**src/rtl/bob_uart_tx_if.sv**
```systemverilog
// Reply-word handshake between Bob's reply sender (master) and the UART serializer (slave).
interface bob_uart_tx_if;
  logic [8:0] uart_tx_data;
  logic       uart_tx_send;
  logic       uart_tx_ready;

  modport master (output uart_tx_data, output uart_tx_send, input uart_tx_ready);
  modport slave  (input uart_tx_data, input uart_tx_send, output uart_tx_ready);
endinterface

```
**src/rtl/bob_uart_tx.sv**
```systemverilog
// UART transmit serializer: 1 start, 9 data bits LSB first, optional even parity, 1 stop.
module bob_uart_tx #(
  parameter int unsigned CLKS_PER_BIT = 16,
  parameter bit          PARITY_EN    = 1'b0
) (
  input  logic          clock,
  input  logic          reset_n,
  bob_uart_tx_if.slave  host,
  output logic          tx,
  output logic          tx_done
);

  localparam int unsigned CNT_W    = (CLKS_PER_BIT > 1) ? $clog2(CLKS_PER_BIT) : 1;
  localparam int unsigned IDX_W    = 4;
  localparam int unsigned DATA_W   = 9;
  localparam logic [CNT_W-1:0] LAST_CNT = CNT_W'(CLKS_PER_BIT - 1);
  localparam logic [IDX_W-1:0] LAST_IDX = IDX_W'(DATA_W - 1);

  typedef enum logic [2:0] {IDLE, START, DATA, PARITY, STOP} state_t;

  state_t              state_q, state_n;
  logic [CNT_W-1:0]    cnt_q, cnt_n;
  logic [IDX_W-1:0]    idx_q, idx_n;
  logic [DATA_W-1:0]   shift_q, shift_n;
  logic                par_q, par_n;
  logic                tx_n;
  logic                ready_q, ready_n;
  logic                done_n;
  logic                boundary;

  assign host.uart_tx_ready = ready_q;
  assign boundary           = (cnt_q == LAST_CNT);

  // State and registered outputs; reset drops the line straight back to idle-high.
  always_ff @(posedge clock or negedge reset_n) begin
    if (!reset_n) begin
      state_q <= IDLE;
      cnt_q   <= '0;
      idx_q   <= '0;
      shift_q <= '0;
      par_q   <= 1'b0;
      tx      <= 1'b1;
      ready_q <= 1'b1;
      tx_done <= 1'b0;
    end else begin
      state_q <= state_n;
      cnt_q   <= cnt_n;
      idx_q   <= idx_n;
      shift_q <= shift_n;
      par_q   <= par_n;
      tx      <= tx_n;
      ready_q <= ready_n;
      tx_done <= done_n;
    end
  end

  // Next-state and next-output logic; tx is set one bit ahead at each boundary.
  always_comb begin
    state_n = state_q;
    cnt_n   = cnt_q;
    idx_n   = idx_q;
    shift_n = shift_q;
    par_n   = par_q;
    tx_n    = tx;
    ready_n = ready_q;
    done_n  = 1'b0;

    if (state_q != IDLE) begin
      cnt_n = boundary ? '0 : cnt_q + CNT_W'(1);
    end

    case (state_q)
      IDLE: begin
        if (host.uart_tx_send && ready_q) begin
          shift_n = host.uart_tx_data;
          par_n   = ^host.uart_tx_data;
          tx_n    = 1'b0;
          ready_n = 1'b0;
          cnt_n   = '0;
          state_n = START;
        end
      end
      START: begin
        if (boundary) begin
          tx_n    = shift_q[0];
          idx_n   = '0;
          state_n = DATA;
        end
      end
      DATA: begin
        if (boundary) begin
          if (idx_q < LAST_IDX) begin
            idx_n   = idx_q + IDX_W'(1);
            shift_n = {1'b0, shift_q[DATA_W-1:1]};
            tx_n    = shift_q[1];
          end else if (PARITY_EN) begin
            tx_n    = par_q;
            state_n = PARITY;
          end else begin
            tx_n    = 1'b1;
            state_n = STOP;
          end
        end
      end
      PARITY: begin
        if (boundary) begin
          tx_n    = 1'b1;
          state_n = STOP;
        end
      end
      STOP: begin
        if (boundary) begin
          state_n = IDLE;
          ready_n = 1'b1;
          done_n  = 1'b1;
        end
      end
      default: begin
        state_n = IDLE;
        tx_n    = 1'b1;
        ready_n = 1'b1;
      end
    endcase
  end

endmodule

```
**src/flat_wrapper.sv**
```systemverilog
// flat-port wrapper written by rule: the top's interface ports become plain ports
module bob_uart_tx_flat 
#(
  parameter int unsigned CLKS_PER_BIT = 16,
  parameter bit          PARITY_EN    = 1'b0
)
  (clock, reset_n, tx, tx_done, host_uart_tx_data, host_uart_tx_send, host_uart_tx_ready);
  bob_uart_tx_if host_i ();
  input  logic clock;
  input  logic reset_n;
  output logic tx;
  output logic tx_done;
  input wire logic [$bits(host_i.uart_tx_data)-1:0] host_uart_tx_data;
  input wire logic [$bits(host_i.uart_tx_send)-1:0] host_uart_tx_send;
  output wire logic [$bits(host_i.uart_tx_ready)-1:0] host_uart_tx_ready;
  assign host_i.uart_tx_data = host_uart_tx_data;
  assign host_i.uart_tx_send = host_uart_tx_send;
  assign host_uart_tx_ready = host_i.uart_tx_ready;
  bob_uart_tx #(.CLKS_PER_BIT(CLKS_PER_BIT), .PARITY_EN(PARITY_EN)) u_core (.clock(clock), .reset_n(reset_n), .host(host_i), .tx(tx), .tx_done(tx_done));
endmodule
```
**config.mk**
```make
export PLATFORM = sky130hd
export DESIGN_NAME = bob_uart_tx_flat
export DESIGN_NICKNAME = d
export VERILOG_FILES = /design/src/rtl/bob_uart_tx_if.sv /design/src/rtl/bob_uart_tx.sv /design/src/flat_wrapper.sv
export SDC_FILE = /design/constraint.sdc
export NUM_CORES = 1
export LEC_CHECK = 0
export ABC_CLOCK_PERIOD_IN_PS = 1800
export BUFFER_PORTS_ARGS = -buffer_cell sky130_fd_sc_hd__buf_4
export CORE_AREA = 2 2 61 63
export CTS_CLUSTER_DIAMETER = 80
export DETAILED_ROUTE_END_ITERATION = 12
export DIE_AREA = 0 0 63 65
export HOLD_SLACK_MARGIN = 0.02
export MAX_ROUTING_LAYER = met4
export PLACE_DENSITY = 0.53
export SYNTH_ARGS = -nofsm -noshare
export SYNTH_HDL_FRONTEND = slang
export SYNTH_SLANG_ARGS = --single-unit
```
**constraint.sdc**
```tcl
create_clock -name clock -period 1.8 [get_ports clock]
set_input_delay 0.09 -clock clock [delete_from_list [all_inputs] [get_ports clock]]
set_output_delay 0.09 -clock clock [all_outputs]
set_load 0.05 [all_outputs]
```
==> flow_metrics.py <==
metrics = {
    "status": {
        "status": "complete, no violations",
    },
    "power_and_ir_drop": {
        "power_frac_clock": 0.302,
        "p_seq_frac": 0.653,
        "swShare": 0.215,
        "ir_drop_v": 0.000303,
        "power_leakage_uw": 0.000649,
        "power_density_mw_per_mm2": 571,
        "power_frac_comb": 0.046,
        "power_switching_uw": 171,
        "power_uw": 794,
        "intPower_uw": 623,
    },
    "layout": {
        "syn_to_final_growth_pct": 18.8,
        "drive_above_1_share": 0.227,
        "final_cells": 176,
        "n_antenna_cell": 0,
        "final_nets": 143,
        "final_cell_area_mm2": 0.00139,
    },
    "floorplan": {
        "row_count": 22,
        "core_area_mm2": 0.00350,
        "fp.dieW_um": 63,
        "die_area_mm2": 0.00410,
        "io_pins": 15,
        "start_util": 0.335,
        "die_h_um": 65,
    },
    "clock_tree": {
        "cts_sinks": 23,
        "htree_levels": 1,
        "clk_latency_ns": 0.31,
        "path_clk_slew_ns": 0.12,
        "cts_setup_buffers": 0,
        "clk_path_buf_depth": 2,
        "cts_made_buffers": 3,
        "clockRootBuffer": "clkbuf_4",
        "cts_tree": "done",
    },
    "worst_hold_path": {
        "hold_depth": 3,
        "min_path_type": "in -> reg",
    },
    "placement": {
        "io_buffers": 14,
        "placed_cell_area_mm2": 0.00135,
        "pre_cts_slack_ns": 0.0871,
        "routabilityCongestion": 0.761,
        "dp_hpwl_mm": 1.83,
        "dp_cells": 171,
    },
    "sta": {
        "setup_ws_ns": 0.187,
        "finalSetupViolations": 0,
        "period_share": 0.896,
        "final_max_slew_viol_count": 0,
        "max_slew.worst_pin.slew_ns": 0.428,
        "fmax_mhz": 620,
        "maxSlewHeadroom": 0.715,
        "hold_violations": 0,
        "finalSetupTns_ns": 0,
        "rsz0062_at_grt": "false",
        "finalCriticalPeriod_ns": 1.61,
        "skew_ns": 0.00248,
    },
    "worst_setup_path": {
        "path_class": "reg -> reg",
        "cp_data_required_time_ns": 2.01,
        "cp-end-kind": "register",
        "slowest_stage": "dfrtp_1",
        "cp_num_buf_inv": 0,
        "cp_top_family": "simple AND/OR/NAND/NOR gates",
        "slowest_delay_ns": 0.43,
        "crit_chain": "or3b_4, or3_4, o221a_1",
        "ff2ff_path_depth": 3,
        "cp.depth": 3,
        "crit_fanout": 9,
        "worstPathArrival_ns": 1.82,
        "startpoint_type": "register",
    },
    "logic_synthesis": {
        "yosys_warnings": 0,
        "synth_area_leaders": "dfrtp_1, o221a_1, or3_1",
        "synth_cells": 110,
        "synth_enable_flop_cells": 0,
        "ys_types": 37,
        "synth_ff_type": "dfrtp_1",
        "ys_async_sr_fraction": 1.00,
        "post-synth-top-area-cell": "dfrtp_1",
        "synth_common_cells": "dfrtp_1, or3_1, o221a_1, nand2_1, inv_1",
        "yosysMostFrequentCell": "dfrtp_1",
        "avgSynthCellArea_um2": 10.6,
        "syn_area_mm2": 0.00117,
        "ys_seq_area_frac": 0.494,
        "syn-num-nets": 124,
        "ys_seq_elements": 23,
        "yosysTopAreaCellShare": 0.449,
    },
    "route": {
        "wl_mm": 2.49,
        "avgViaCountPerCell": 5.37,
        "route.detailed.wl_per_inst_um": 14.2,
        "drtIter0Drc": 26,
        "postRouteAntennaNets": 0,
        "num_vias": 945,
        "drt_pass1_iterations": 4,
        "remaining_drc_errors": 0,
    },
    "grt": {
        "busiest_layer": "met2",
        "grt_use_met3": 0.0434,
        "track_usage": 0.147,
        "met2_usage": 0.237,
        "use_met1": 0.178,
        "grt_max_degree": 24,
        "grt_antenna_before_repair": 0,
        "grt_pass1_vias": 965,
        "overflow": 0,
        "grt_pass1_wl_mm": 4.51,
    },
    "run": {
        "maxCapViolCount": 0,
    },
}
[stage by stage]
stage / utilization / hold WS [ns]
2_1_floorplan: - / -0.206
3_3_place_gp: 0.386 / 0.00156
3_5_place_dp: 0.386 / 0.00661
4_1_cts: 0.397 / 0.0370
5_1_grt: 0.398 / 0.0280
6_report: 0.398 / 0.0442
[what timing repair did]
item / CTS / global route
hold endpoints to repair: 23 / 0
hold buffers: 1 / 0
endpoints found under the setup margin: 0 / 2
resized for setup: 0 / 1
[cell type report]
cell class / count / area [um2]
fill: 362 / 2100
sequential: 23 / 578
inverter: 6 / 22.5
tap: 48 / 60.1
multi-input combinational: 73 / 537
clock buffer: 4 / 26.3
timing repair buffer: 22 / 168
[registers in the layout (all words and copies together), names as in the netlist]
signal,count
u_core.shift_q,9
u_core.cnt_q,4
u_core.idx_q,4
u_core.state_q,3
u_core.host.uart_tx_ready,1
u_core.tx,1
u_core.tx_done,1
[path summary, 6_finish.rpt]
check	from	to	slack (ns)
min in group asynchronous	reset_n	u_core.shift_q[1]$_DFFE_PN0P_	0.19
max reg2reg	u_core.state_q[1]$_DFFE_PN0P_	u_core.shift_q[2]$_DFFE_PN0P_	0.19
max	u_core.state_q[1]$_DFFE_PN0P_	u_core.shift_q[2]$_DFFE_PN0P_	0.19
min reg2reg	u_core.tx$_DFFE_PN1P_	u_core.tx$_DFFE_PN1P_	0.48
max in group asynchronous	reset_n	u_core.tx$_DFFE_PN1P_	1.32
min	host_uart_tx_data[8]	u_core.shift_q[8]$_DFFE_PN0P_	0.04
[power groups by stage]
stage / Sequential, uW / Clock, uW / Combinational, uW
global placement: 528 / 0 / 34.6
global route: 519 / 281 / 41.0
detailed placement: 528 / 0 / 36.0
finish: 518 / 240 / 36.2
CTS: 518 / 256 / 37.7
floorplan: 528 / 0 / 4.53
[cells by family after synthesis]
family | synth area share
buffers and inverters | 0.0523
and+or+nand+nor | 0.163
AOI/OAI and AO/OA | 0.252
muxes | 0.0171
adders and majority gates | 0.0214
DFF | 0.494
[worst reg2reg max path: stages, from the launching register on]
cell     delay [ns]
dfrtp_1        0.43
or3b_4         0.42
or3_4          0.40
o221a_1        0.27
[layout by cell type (no fill, tap or decap), types with 2 or more instances in the layout]
cell      count
o221a_1       8
mux2i_1       2
a31oi_1       4
nand2_1       7
dfrtp_1      21
nor2_1        4
a32oi_1       2
o22ai_1       3
clkbuf_4      3
buf_4        21
a21oi_1       5
ha_1          2
o21ai_0       5
or3_1         8
a21o_1        2
dfstp_2       2
nand3_1       3
inv_1         6
[per-layer routing]
metal	wire length [um]	up-vias	part of all wire
met2	1220	14	0.49
li1	-	457	-
met3	92	2	0.037
met4	29	0	0.012
met1	1150	472	0.46
met5	0	-	0
Power figures use the tool's default switching activity.
